**src/rtl/apu_nest_seq.sv**
```systemverilog
// Multi-channel nested-loop address sequencer.
// Walks a LOOP_CNT-deep loop nest and streams one address per channel on each accepted beat.
module apu_nest_seq #(
    parameter int BITS         = 8,
    parameter int LOG_LOOP_CNT = 1,
    parameter int LOG_APU_CNT  = 1,
    parameter int CNT_BITS     = 8,
    localparam int LOOP_CNT    = 1 << LOG_LOOP_CNT,
    localparam int APU_CNT     = 1 << LOG_APU_CNT,
    localparam int CFG_W       = (BITS > CNT_BITS) ? BITS : CNT_BITS
) (
    input  logic                         clk,
    input  logic                         reset_n,
    input  logic                         cfg_we,
    input  logic [1:0]                   cfg_field,
    input  logic [LOG_APU_CNT-1:0]       cfg_apu,
    input  logic [LOG_LOOP_CNT-1:0]      cfg_loop,
    input  logic [CFG_W-1:0]             cfg_data,
    input  logic                         start,
    input  logic                         abort,
    input  logic                         out_ready,
    output logic                         out_valid,
    output logic                         out_last,
    output logic [APU_CNT*BITS-1:0]      out_addr,
    output logic [LOOP_CNT*CNT_BITS-1:0] out_idx,
    output logic                         busy,
    output logic                         done
);

    localparam logic [1:0] ST_IDLE = 2'd0;
    localparam logic [1:0] ST_RUN  = 2'd1;
    localparam logic [1:0] ST_DONE = 2'd2;

    localparam logic [1:0] FLD_BASE   = 2'd0;
    localparam logic [1:0] FLD_STRIDE = 2'd1;
    localparam logic [1:0] FLD_BOUND  = 2'd2;

    logic [1:0]              state;
    logic [BITS-1:0]         base_r   [APU_CNT];
    logic [BITS-1:0]         stride_r [LOOP_CNT][APU_CNT];
    logic [CNT_BITS-1:0]     bound_r  [LOOP_CNT];
    logic [CNT_BITS-1:0]     idx_r    [LOOP_CNT];
    logic [BITS-1:0]         acc_r    [LOOP_CNT][APU_CNT];

    logic [CNT_BITS-1:0]     idx_max  [LOOP_CNT];
    logic [LOOP_CNT-1:0]     at_max;
    logic [LOG_LOOP_CNT-1:0] step_lvl;
    logic [CNT_BITS-1:0]     step_idx;
    logic [BITS-1:0]         step_acc [APU_CNT];
    logic                    run;
    logic                    last;
    logic                    xfer;
    logic                    cfg_ok;

    assign run    = (state == ST_RUN);
    assign xfer   = run && out_ready;
    assign cfg_ok = cfg_we && (state == ST_IDLE);

    // A programmed bound of 0 is treated as 1, so its terminal index is 0.
    always_comb begin
        for (int l = 0; l < LOOP_CNT; l++) begin
            idx_max[l] = (bound_r[l] == '0) ? '0 : bound_r[l] - CNT_BITS'(1);
            at_max[l]  = (idx_r[l] == idx_max[l]);
        end
    end

    assign last = run && (&at_max);

    // Carry search: the innermost loop that still has iterations left advances.
    always_comb begin
        logic found;
        found    = 1'b0;
        step_lvl = '0;
        for (int l = 0; l < LOOP_CNT; l++) begin
            if (!found && !at_max[l]) begin
                step_lvl = LOG_LOOP_CNT'(l);
                found    = 1'b1;
            end
        end
        step_idx = idx_r[step_lvl] + CNT_BITS'(1);
        for (int c = 0; c < APU_CNT; c++) begin
            step_acc[c] = acc_r[step_lvl][c] + stride_r[step_lvl][c];
        end
    end

    always_ff @(posedge clk or negedge reset_n) begin
        if (!reset_n) begin
            for (int c = 0; c < APU_CNT; c++) begin
                base_r[c] <= '0;
            end
            for (int l = 0; l < LOOP_CNT; l++) begin
                bound_r[l] <= '0;
                for (int c = 0; c < APU_CNT; c++) begin
                    stride_r[l][c] <= '0;
                end
            end
        end else if (cfg_ok) begin
            case (cfg_field)
                FLD_BASE:   base_r[cfg_apu]             <= cfg_data[BITS-1:0];
                FLD_STRIDE: stride_r[cfg_loop][cfg_apu] <= cfg_data[BITS-1:0];
                FLD_BOUND:  bound_r[cfg_loop]           <= cfg_data[CNT_BITS-1:0];
                default:    ;
            endcase
        end
    end

    always_ff @(posedge clk or negedge reset_n) begin
        if (!reset_n) begin
            state <= ST_IDLE;
            for (int l = 0; l < LOOP_CNT; l++) begin
                idx_r[l] <= '0;
                for (int c = 0; c < APU_CNT; c++) begin
                    acc_r[l][c] <= '0;
                end
            end
        end else if (abort) begin
            state <= ST_IDLE;
        end else begin
            case (state)
                ST_IDLE: begin
                    if (start) begin
                        state <= ST_RUN;
                        for (int l = 0; l < LOOP_CNT; l++) begin
                            idx_r[l] <= '0;
                            for (int c = 0; c < APU_CNT; c++) begin
                                acc_r[l][c] <= base_r[c];
                            end
                        end
                    end
                end
                ST_RUN: begin
                    if (xfer && last) begin
                        state <= ST_DONE;
                    end else if (xfer) begin
                        // Levels below the stepping one restart from its new partial sum.
                        for (int l = 0; l < LOOP_CNT; l++) begin
                            if (LOG_LOOP_CNT'(l) == step_lvl) begin
                                idx_r[l] <= step_idx;
                            end else if (LOG_LOOP_CNT'(l) < step_lvl) begin
                                idx_r[l] <= '0;
                            end
                            if (LOG_LOOP_CNT'(l) <= step_lvl) begin
                                for (int c = 0; c < APU_CNT; c++) begin
                                    acc_r[l][c] <= step_acc[c];
                                end
                            end
                        end
                    end
                end
                ST_DONE: state <= ST_IDLE;
                default: state <= ST_IDLE;
            endcase
        end
    end

    always_comb begin
        out_addr = '0;
        out_idx  = '0;
        for (int c = 0; c < APU_CNT; c++) begin
            out_addr[c*BITS +: BITS] = acc_r[0][c];
        end
        for (int l = 0; l < LOOP_CNT; l++) begin
            out_idx[l*CNT_BITS +: CNT_BITS] = idx_r[l];
        end
    end

    assign out_valid = run;
    assign out_last  = last;
    assign busy      = (state != ST_IDLE);
    assign done      = (state == ST_DONE);

endmodule

```
**config.mk**
```make
export PLATFORM = sky130hd
export DESIGN_NAME = apu_nest_seq
export DESIGN_NICKNAME = d
export VERILOG_FILES = /design/src/rtl/apu_nest_seq.sv
export SDC_FILE = /design/constraint.sdc
export NUM_CORES = 1
export LEC_CHECK = 0
export CAP_MARGIN = 20
export CELL_PAD_IN_SITES_DETAIL_PLACEMENT = 1
export CELL_PAD_IN_SITES_GLOBAL_PLACEMENT = 1
export CORE_MARGIN = 2
export CORE_UTILIZATION = 50
export DETAILED_ROUTE_END_ITERATION = 16
export PLACE_DENSITY_LB_ADDON = 0.1
export SYNTH_ARGS = -nofsm -noshare
export SYNTH_HDL_FRONTEND = slang
export SYNTH_SLANG_ARGS = --single-unit
```
**constraint.sdc**
```tcl
create_clock -name clk -period 13.1 [get_ports clk]
set_clock_uncertainty 0.1 [all_clocks]
set_input_delay 3.275 -clock clk [delete_from_list [all_inputs] [get_ports clk]]
set_output_delay 3.275 -clock clk [all_outputs]
set_load 0.05 [all_outputs]
```
-- Word-level counts from Yosys, hierarchy flattened
Cells that the tools add are included.
- RAM bits: 0
- word-level logic and storage cells: 110
- bits in registers: 114
- output and inout port bits: 36
- memories kept: 0
- bits in read-only memories: 0
- bits in latches: 0
- input bits: 18
- divide/modulo/power cells: 0
- bitwise logic cells: 4
- multiplexer cells: 39
- reductions and logical operators: 23
- $mul: 0
- $add $sub $neg: 5
- shifts and indexed selects: 0
- equality and inequality tests: 15
- order comparisons: 9
- operator list (kind ; number):
    $mux 16 ; 12
    $mux 32 ; 3
    $mux 8 ; 11
    $pmux 32 s2 ; 1
    $bwmux 16 ; 2
    $bwmux 32 ; 1
    $pmux 16 s2 ; 1
    $reduce_and 6->1 ; 4
    $add 8x8->8 ; 2
    $demux 16 s1 ; 1
    $demux 8 s1 ; 2
    $eq 8x8->1 ; 2
    $logic_not 8->1 ; 2
    $sub 8x1->8 const B ; 2
    $reduce_and 2->1 ; 5
    $ne 3x2->1 const B ; 3
    $add 8x1->8 const B ; 1
    $logic_and 1x1->1 ; 7
    $ge 2x2->1 const B ; 3
    $mux 2 ; 3
    $ne 2x1->1 const B ; 3
    $not 1->2 ; 3
    $eq 2x1->1 const B ; 2
    $eq 2x2->1 const B ; 2
    other kinds (11) ; 17

-- Depth between registers and ports, before layout
Gate-level depths: netlist of the first run.
- depth after elaboration: 15
- depth in mapped cells: 23
- gate-level depth less buffers: 20

-- Least setup slack after synthesis of the first run
Ideal clock, no wire load.
- path kind: register to output
- from: register bound_r[0] in the netlist's numbering
- to: output port out_last
- arrival time: 2.442 ns
- cell stages (with the launch flop): 9
- path slack: 7.283 ns
- data required time: 9.725 ns
- buffers on the path: 0
- cells stage by stage: dfrtp_1 inv_1 ha_1 or4b_4 nor4b_1 a41oi_1 a211o_1 a311oi_2 and3_2
- longest elaborated chain between the ends: 5
- elaborated cells on any way between the ends: 6
- those cells by class: add/sub (1); eq/ne (1); mux (1); reduce/logical (3)
- ends and longest elaborated chain (what ; RTL line ; source):
    from (decl) ; 41 ; logic [CNT_BITS-1:0] bound_r [LOOP_CNT];
    from (signal, indexed assignment) ; 101 ; FLD_BOUND: bound_r[cfg_loop] <= cfg_data[CNT_BITS-1:0];
    $sub 8x1->8 or $logic_not 8->1 (tied branches) ; 62 ; idx_max[l] = (bound_r[l] == '0) ? '0 : bound_r[l] - CNT_BITS'(1);
    $mux 8 * ; 62 ;
    $eq 8x8->1 * ; 63 ; at_max[l] = (idx_r[l] == idx_max[l]);
    $reduce_and 2->1 * ; 67 ; assign last = run && (&at_max);
    $logic_and 1x1->1 * ; 67 ;
    to (decl) ; 23 ; output logic out_last,
Mark *: on every way between the ends. The rest lies on a longest branch, timed or not.

-- Final worst setup path of the first run
Same ends and word-level chain as after synthesis.

==> run summary, run 1 <==
The clock period could shrink to 7.335 ns. Dividing the final minimum period by the clock period gives 55.99%. Among all flip-flop cells after synthesis, the most frequent one is dfrtp_1. For the final routed database, the setup TNS stands at 0 ns.

The tools report the sink of the worst hold path as acc_r[2]. In this run the cell area of the synthesized design comes to 6703 um2. The placed instances occupy a cell area of 7181 um2. 54 I/O pins were placed.

The first detailed-routing pass ran for 4 iterations. The top-area cell type share of the netlist area was 42.56%; the number of antenna violations at the first check in global routing was 0. Port buffering added 53 buffers. Power spread over the standard cell area amounts to 205.6 nW/um2. The net count after synthesis came out at 645. Setup repair after global routing left no endpoint under its margin. The critical path is of the flip-flop to primary output type. Across the run, the number of max-cap violations was 0. The die outline area was 14,350 um2; the static leakage was 3.401 nW. Placed wire-length estimate: 11,520 um.

After the last flow step, the layout net total stands at 676. Setup violations remaining at the end of the flow were counted as 0. The number of standard-cell rows in the floorplan was 42. The finished cells cover 7846 um2. For the pin with the worst max-slew slack, the measured transition is 1.074 ns.

Dividing the detail-routed wire length by the instance count gives 21.01 um. By count the netlist is led by dfrtp_1, mux2_2, nand2_1, o21ai_0, inv_1. In the synthesized netlist the async set-or-reset flop fraction comes to 100.0%. Of all nets on the critical path, the largest fanout is 7.

The tightest min-delay check is of the flip-flop to flip-flop type. Worst-path cell with the longest stage delay: clkdlybuf4s50_1. From synthesis to final layout, the design area changed by 17.06%. Data arrival time of the critical path: 3.96 ns.

After clock tree synthesis, the clock-pin slew on the worst setup and hold paths is 0.05 ns. The starting density of the core came out at 50.82%. The width of the die works out to 119.8 um. The H-tree depth is 4. Startpoint type of the worst setup path: a flip-flop. Synthesis handed over a netlist of 608 instances. Clock tree synthesis found a total of 114 sinks. In the routed layout, each cell is associated on average with a via count of 5.873.

The run finished with clean final reports. From bottom edge to top edge, the die measures 119.8 um. The number of design rule violations left after detail routing is 0.

The worst setup path is captured at a primary output. The final max-slew violation count was 0; the count of buffering cells on the critical path with inverters included was 2. At the end of routability-driven placement, the weighted congestion stood at 0.8584. The final worst slack was 5.765 ns. The tools report the post-placement worst setup slack as 6.236 ns. The tools report the library cell used as clock root buffer as clkbuf_16.

The tools report the worst-case register-to-register setup slack as 7.55 ns. The start point of the worst min-delay path was acc_r[2]. Global routing used 25.88% of the available tracks across all layers. The quantity of hold-fixing buffers added after cts is 0, and the largest voltage drop on the vdd net is 0.1398 mV.

The logs give 27.78% for the worst max-slew margin expressed relative to the limit and 2 for the buffer depth of the longest clock path. The number of warnings issued by yosys was 0. The logic depth of the worst register-to-register path works out to 19. Among all cell types in the netlist, the one instantiated most often is dfrtp_1. In this run the critical register-to-register path is launched from bound_r[8]. After synthesis, the mean cell area works out to 11.02 um2. The clock reaches the later pin of the worst-skew pair after 0.42 ns. The synthesized design spends more area on one cell type than any other, namely dfrtp_1. The worst register-to-register path ends at out_addr[7]. The via count of the first global-routing pass is 5,321, and the ratio of cells with drive above 1 in the final layout is 25.46%. The netlist uses 62 different library cells. Along the worst hold path, the cell count comes to 2.

By area the synthesized netlist is led by dfrtp_1, mux2_2, mux2_4, o21ai_0, ha_1. The critical path goes through inv_1 -> ha_1 -> nor4b_1 -> nand2_1 -> a2111oi_0 -> a21oi_1 -> a311oi_2 -> and3_2 -> clkdlybuf4s50_1. The total area inside the core boundary comes to 13,190 um2. Counting flops with a built-in enable in the synthesized netlist gives 0.

The first global-routing pass estimated 28,500 um of wire. The kind of cell with the highest combined delay along the critical path is simple AND/OR/NAND/NOR gates. In this run, CTS created clock tree buffers numbering 17. After detailed routing, the total wire length is 17,400 um.

The delay of the slowest cell on the worst path came out at 0.81 ns. For the worst setup path, the data required time is 9.72 ns. Cells fill 59.49% of the core in the end. The detail route stage leaves a number of antenna-violating nets equal to 0. In this run, synthesis produced a sequential element count of 114. After global routing the overflow that remains totals 0. TritonCTS built the clock tree. The sequential-to-total area share from yosys stat was 42.56%.

The fill cell total of the finished layout is 1,376. The final hold violation count was 0. Static timing analysis puts the maximum clock frequency at 0.1363 GHz. The routed via count is 4,863. Buffers added to address setup during post-CTS repair amount to 0. For this block, the initial DRC count from the detailed router was 205. For the post-cts resize count, the log shows 0.

Entering global routing, the biggest net connects 64 pins. The repair_antennas step left the layout with diodes totalling 0.
==> registers in the layout, indices dropped and copies added (netlist names) <==
name      count
state         2
stride_r     32
base_r       16
out_addr     16
out_idx      16
bound_r      16
acc_r        16
==> placed cells by master (no fill, tap or decap), types with 7 or more instances in the layout <==
cell / instances
inv_1: 25
dfrtp_1: 114
o21ai_0: 43
xnor2_1: 16
ha_1: 17
a21oi_1: 20
a21o_1: 8
nor3_1: 13
clkdlybuf4s50_1: 52
nor2b_1: 9
mux2_2: 100
xor2_1: 10
nand2_1: 43
nor2_1: 14
mux2_4: 15
clkbuf_16: 17
mux2i_1: 8
nand4_1: 7
==> kinds of logic (layout without fill, tap and decap cells) <==
| family | count (synthesis) | after routing | synth area share, % |
|---|---|---|---|
| simple gates | 139 | 139 | 11.22 |
| mux | 127 | 127 | 22.03 |
| compound gates | 114 | 114 | 11.11 |
| flops | 114 | 114 | 42.56 |
| buf+inv | 69 | 113 | 5.917 |
| xor+xnor | 26 | 26 | 3.397 |
| fa+ha+maj | 19 | 19 | 3.771 |
==> power breakdown <==
part | total (W) | internal (W) | switching, W
Sequential | 0.000523 | 0.000446 | 0.0000765
Clock | 0.000523 | 0.000356 | 0.000167
Combinational | 0.000568 | 0.000263 | 0.000304
Total | 0.00161 | 0.00107 | 0.000548
==> per-layer routing <==
metal | routed length (um) | vias to the layer above | global-route usage (%) | share of wire, %
met5 | 0 | - | 0 | 0
met3 | 626 | 25 | 4.800 | 3.6
met4 | 217 | 0 | 7.206 | 1.2
li1 | - | 2236 | - | -
met2 | 8919 | 111 | 45.71 | 51
met1 | 7632 | 2491 | 32.47 | 44
==> per-stage QoR <==
step	hold WS [ns]	cells	total power, W
floorplan	0.3444	608	0.0009645
global placement	0.3584	796	0.001060
detailed placement	0.3731	796	0.001090
CTS	0.3883	828	0.001625
global route	0.4135	828	0.001706
finish	0.3872	828	0.001613
==> cell type report <==
type	count	area, um2	share of cell area [%]
inverters	25	93.84	1.196
flip-flops and latches	114	2853	36.36
clock inverters	14	236.5	3.014
multi-input cells	425	3463	44.14
clock buffers	18	429.2	5.470
well taps	176	220.2	2.807
repair buffers	56	550.5	7.016
==> worst reg2reg max path, stage by stage, from the launching register on <==
cell,delay (ns)
dfrtp_1,0.41
inv_1,0.09
ha_1,0.32
nor3b_1,0.35
nand2_1,0.16
o221ai_1,0.21
o221ai_1,0.14
nor4_1,0.45
nor2b_4,0.24
buf_4,0.64
mux2_2,0.46
ha_1,0.23
a21o_1,0.19
a21oi_1,0.24
o21bai_1,0.11
a21oi_1,0.24
o21ai_0,0.20
or2_2,0.31
mux2i_1,0.23
a2bb2oi_1,0.18
==> worst max path at each step <==
stage          endpoint  slack [ns]  startpoint  depth (start not counted)
2_1_floorplan  out_last        7.28  bound_r[0]                          8
3_3_place_gp   out_last        6.38  bound_r[0]                          9
3_5_place_dp   out_last        6.24  bound_r[0]                          9
4_1_cts        out_last        5.76  bound_r[0]                          9
5_1_grt        out_last        5.46  bound_r[0]                          9
6_report       out_last        5.77  bound_r[0]                          9
Power figures use the tool's default switching activity.
==> run 2: changes to the inputs <==
- CORE_UTILIZATION: 50 -> 43
- clock period: 13.1 -> 6.4 ns (I/O delays scaled with it)
==> run summary, run 2 (same netlist as run 1, synthesis figures left out) <==
Sum of internal, switching and leakage power: 0.003093 W (+92%). The launching element of the worst setup path is bound_r[0]. STA classifies the critical path startpoint as a flip-flop.

For the starting density of the core, the log shows 44.09% (-6.7 points). The logs give 0 (unchanged) for the post-cts resize count and 0.3896 ns (+0.002401 ns) for the final hold slack. The delay of the slowest cell on the worst path was 0.81 ns (about the same).

The signal on the critical path passes through inv_1 -> ha_1 -> or4b_4 -> nor4b_1 -> a41oi_1 -> a211o_1 -> a311oi_2 -> and3_2 -> clkdlybuf4s50_1. The run gives 0 (unchanged) as the number of antenna repair diodes. The highest routing layer actually used was met4.

Dividing the final minimum period by the clock period gives 88.13%. Subtracting the final worst setup slack from the clock period gives 5.640 ns. For the via count of the first global-routing pass, the log shows 5,255 (-1.2%). The tree is rooted in a clkbuf_16. The quantity of hold-fixing buffers added after cts was 0 (unchanged). The width of the die was 128.9 um (+7.6%); the chip height was 128.9 um (+7.6%).

The H-tree depth was 4 (unchanged). By startpoint and endpoint, the worst setup path is classified as flip-flop to primary output. The cell family contributing the most delay on the critical path is simple AND/OR/NAND/NOR gates.

The global-route total usage across every layer was 22.23% (-3.7 points); the sequential cell area was 2853 um2 (unchanged). The tools report the post-detailed-placement cell area as 7231 um2 (+0.70%). The kind of end point of the critical path was a primary output. The run gives 0 (unchanged) as the final count of negative-setup-slack endpoints. The clock-pin slew on the worst setup and hold paths works out to 0.05 ns (about the same). The accumulated negative setup slack is 0 ns (unchanged), and the number of port buffers is 53 (unchanged).

Total length of routed met2 wires: 8336 um (-6.5%). The met3 wire length is 511 um (-18%), and the number of DRC violations after detailed-routing iteration 0 is 340 (+66%). The tools report the worst max-slew margin expressed relative to the limit as 37.86% (+10 points).

The number of iterations in the first detailed-routing pass is 4 (unchanged). The logs give 0.9876 ns (-5.248 ns) for the post-placement worst setup slack and 0 (unchanged) for the buffer count from post-CTS setup fixing. The run finished with clean final reports. The startpoint identified for the worst hold timing path is acc_r[0].

Ranked by flip-flop count, first place goes to stride_r. The startpoint identified for the worst register-to-register timing path is bound_r[8]. The post-detailed-route count of antenna-violating nets came out at 0 (unchanged). The tools report the required time at the worst-slack endpoint as 4.70 ns (-5.02 ns). Global-route wire length before repair: 28,370 um (-0.48%). Based on the critical path, the design can be clocked at up to 0.1773 GHz. The final hold violation count is 0 (unchanged). The number of top-level design ports came out at 54 (unchanged). The data arrival time of the critical path came out at 3.94 ns (-0.02 ns). The number of design rule violations left after detail routing was 0 (unchanged).

The number of flip-flops in the largest register came out at 32 (unchanged). The via density per instance is 5.710 (-2.8%), and the pin count of the biggest net entering global routing is 69 (+7.8%). The tools report the fill cell total of the finished layout as 1,624 (+18%).

In this run the worst hold path is classified as flip-flop to flip-flop. TritonCTS built the clock tree. The power density over the cells was 398.1 nW/um2 (+94%); the design area was 7771 um2 (-0.96%). The routed metal-1 wirelength is 7959 um (+4.3%), and the count of buffering cells on the critical path with inverters included is 2 (unchanged). The tools report the final worst slack as 0.7596 ns (-5.005 ns).

The largest voltage drop on the vdd net came out at 0.2596 mV (+86%). Compared with the post-synthesis result, the final layout area differs by 15.94%. In the layout the commonest cells are dfrtp_1, mux2_2, clkdlybuf4s50_1, nand2_1, o21ai_0.

The actual slew at the worst max-slew pin was 0.9302 ns (-0.1441 ns). Setup repair after global routing left no endpoint under its margin. The logs give 45 (+7.1%) for the number of standard-cell rows in the floorplan and 2 (unchanged) for the buffer depth of the longest clock path. The logs give 0.42 ns (about the same) for the clock insertion delay at the later pin of the skew report and 0 (unchanged) for the aggregate global routing overflow. The max-capacitance violation count was 0 (unchanged). The largest fanout on the critical path is 7 (unchanged), and the placed wire-length estimate is 11,690 um (+1.5%). For the combined area of the multi-input logic cells, the log shows 3463 um2 (unchanged). The final net count is 679 (+0.44%), and the routed length per instance is 20.28 um (-3.5%). Static leakage: 3.371 nW (-0.90%). The logs give 114 (unchanged) for the clock sink count and 17,080 um (-1.8%) for the total wirelength of the detailed-routed design. The run gives 4,808 (-1.1%) as the routed via count. The run gives 0.8715 (+1.5%) as the last weighted congestion value of the routability-driven placer.

The logs give 17 (unchanged) for the total CTS buffers and 15,200 um2 (+15%) for the core box area. The ratio of cells with drive above 1 in the final layout was 25.08% (-0.38 points). The number of antenna violations at the first check in global routing was 0 (unchanged). The most frequent standard cell in the layout excluding fill and tap cells is dfrtp_1.

The tools report the final max-slew violation count as 0 (unchanged). Die outline area: 16,600 um2 (+16%). The slowest stage of the critical path belongs to the cell clkdlybuf4s50_1.
run 2: cell types whose count changed in the layout (fill, tap and decap cells not counted), sizes merged:
cell | previous run | this run
buf | 4 | 7
bufinv | 6 | 1
clkbuf | 18 | 25
clkinv | 6 | 5
clkinvlp | 2 | 0
run 2: worst register-to-register path: stages, from the launching register on:
cell       delay, ns
dfrtp_1         0.43
inv_1           0.10
ha_1            0.33
nor3b_1         0.45
nand2_1         0.19
o221ai_1        0.21
o221ai_1        0.16
nor4_1          0.37
nor2b_4         0.52
buf_12          0.27
mux2_4          0.34
ha_1            0.30
a21o_1          0.18
a21oi_1         0.23
o21bai_1        0.10
a21oi_1         0.22
o21ai_0         0.17
or2_2           0.30
mux2i_1         0.23
a2bb2oi_1       0.19
run 2: through the flow:
stage	std cells	util [%]
6_report	842	51.12
5_1_grt	842	51.12
4_1_cts	842	51.12
3_5_place_dp	811	47.56
3_3_place_gp	809	47.38
2_1_floorplan	608	-
run 2: routing by layer:
layer	up-vias	track usage [%]
met2	86	37.16
met5	-	0
met4	0	7.545
met3	22	3.534
met1	2464	29.53
li1	2236	-
run 2: area by class of cell:
type                    count  share of cell area (%)
multi-input cells         425                   44.57
flip-flops and latches    114                   36.71
repair buffers             59                   7.535
clock buffers              25                   6.247
well taps                 188                   3.027
inverters                  25                   1.208
clock inverters             6                  0.7084
run 2: path summary, 6_finish.rpt:
path / to / slack (ns) / cells past startpoint
worst max-delay path: out_last / 0.76 / 9
max in group asynchronous: bound_r[6] / 3.86 / 2
worst max register to register: out_addr[7] / 0.95 / 19
min in group asynchronous: bound_r[12] / 1.20 / 1
worst min-delay path: acc_r[0] / 0.39 / 1
worst min register to register: acc_r[0] / 0.39 / 1
run 2: report_power, final:
group,total (W),switching [W],internal [W],leakage [nW]
clock,0.000877,0.000319,0.000558,0.271
sequential,0.00107,0.000156,0.000914,1.43
combinational,0.00115,0.000607,0.000540,1.67
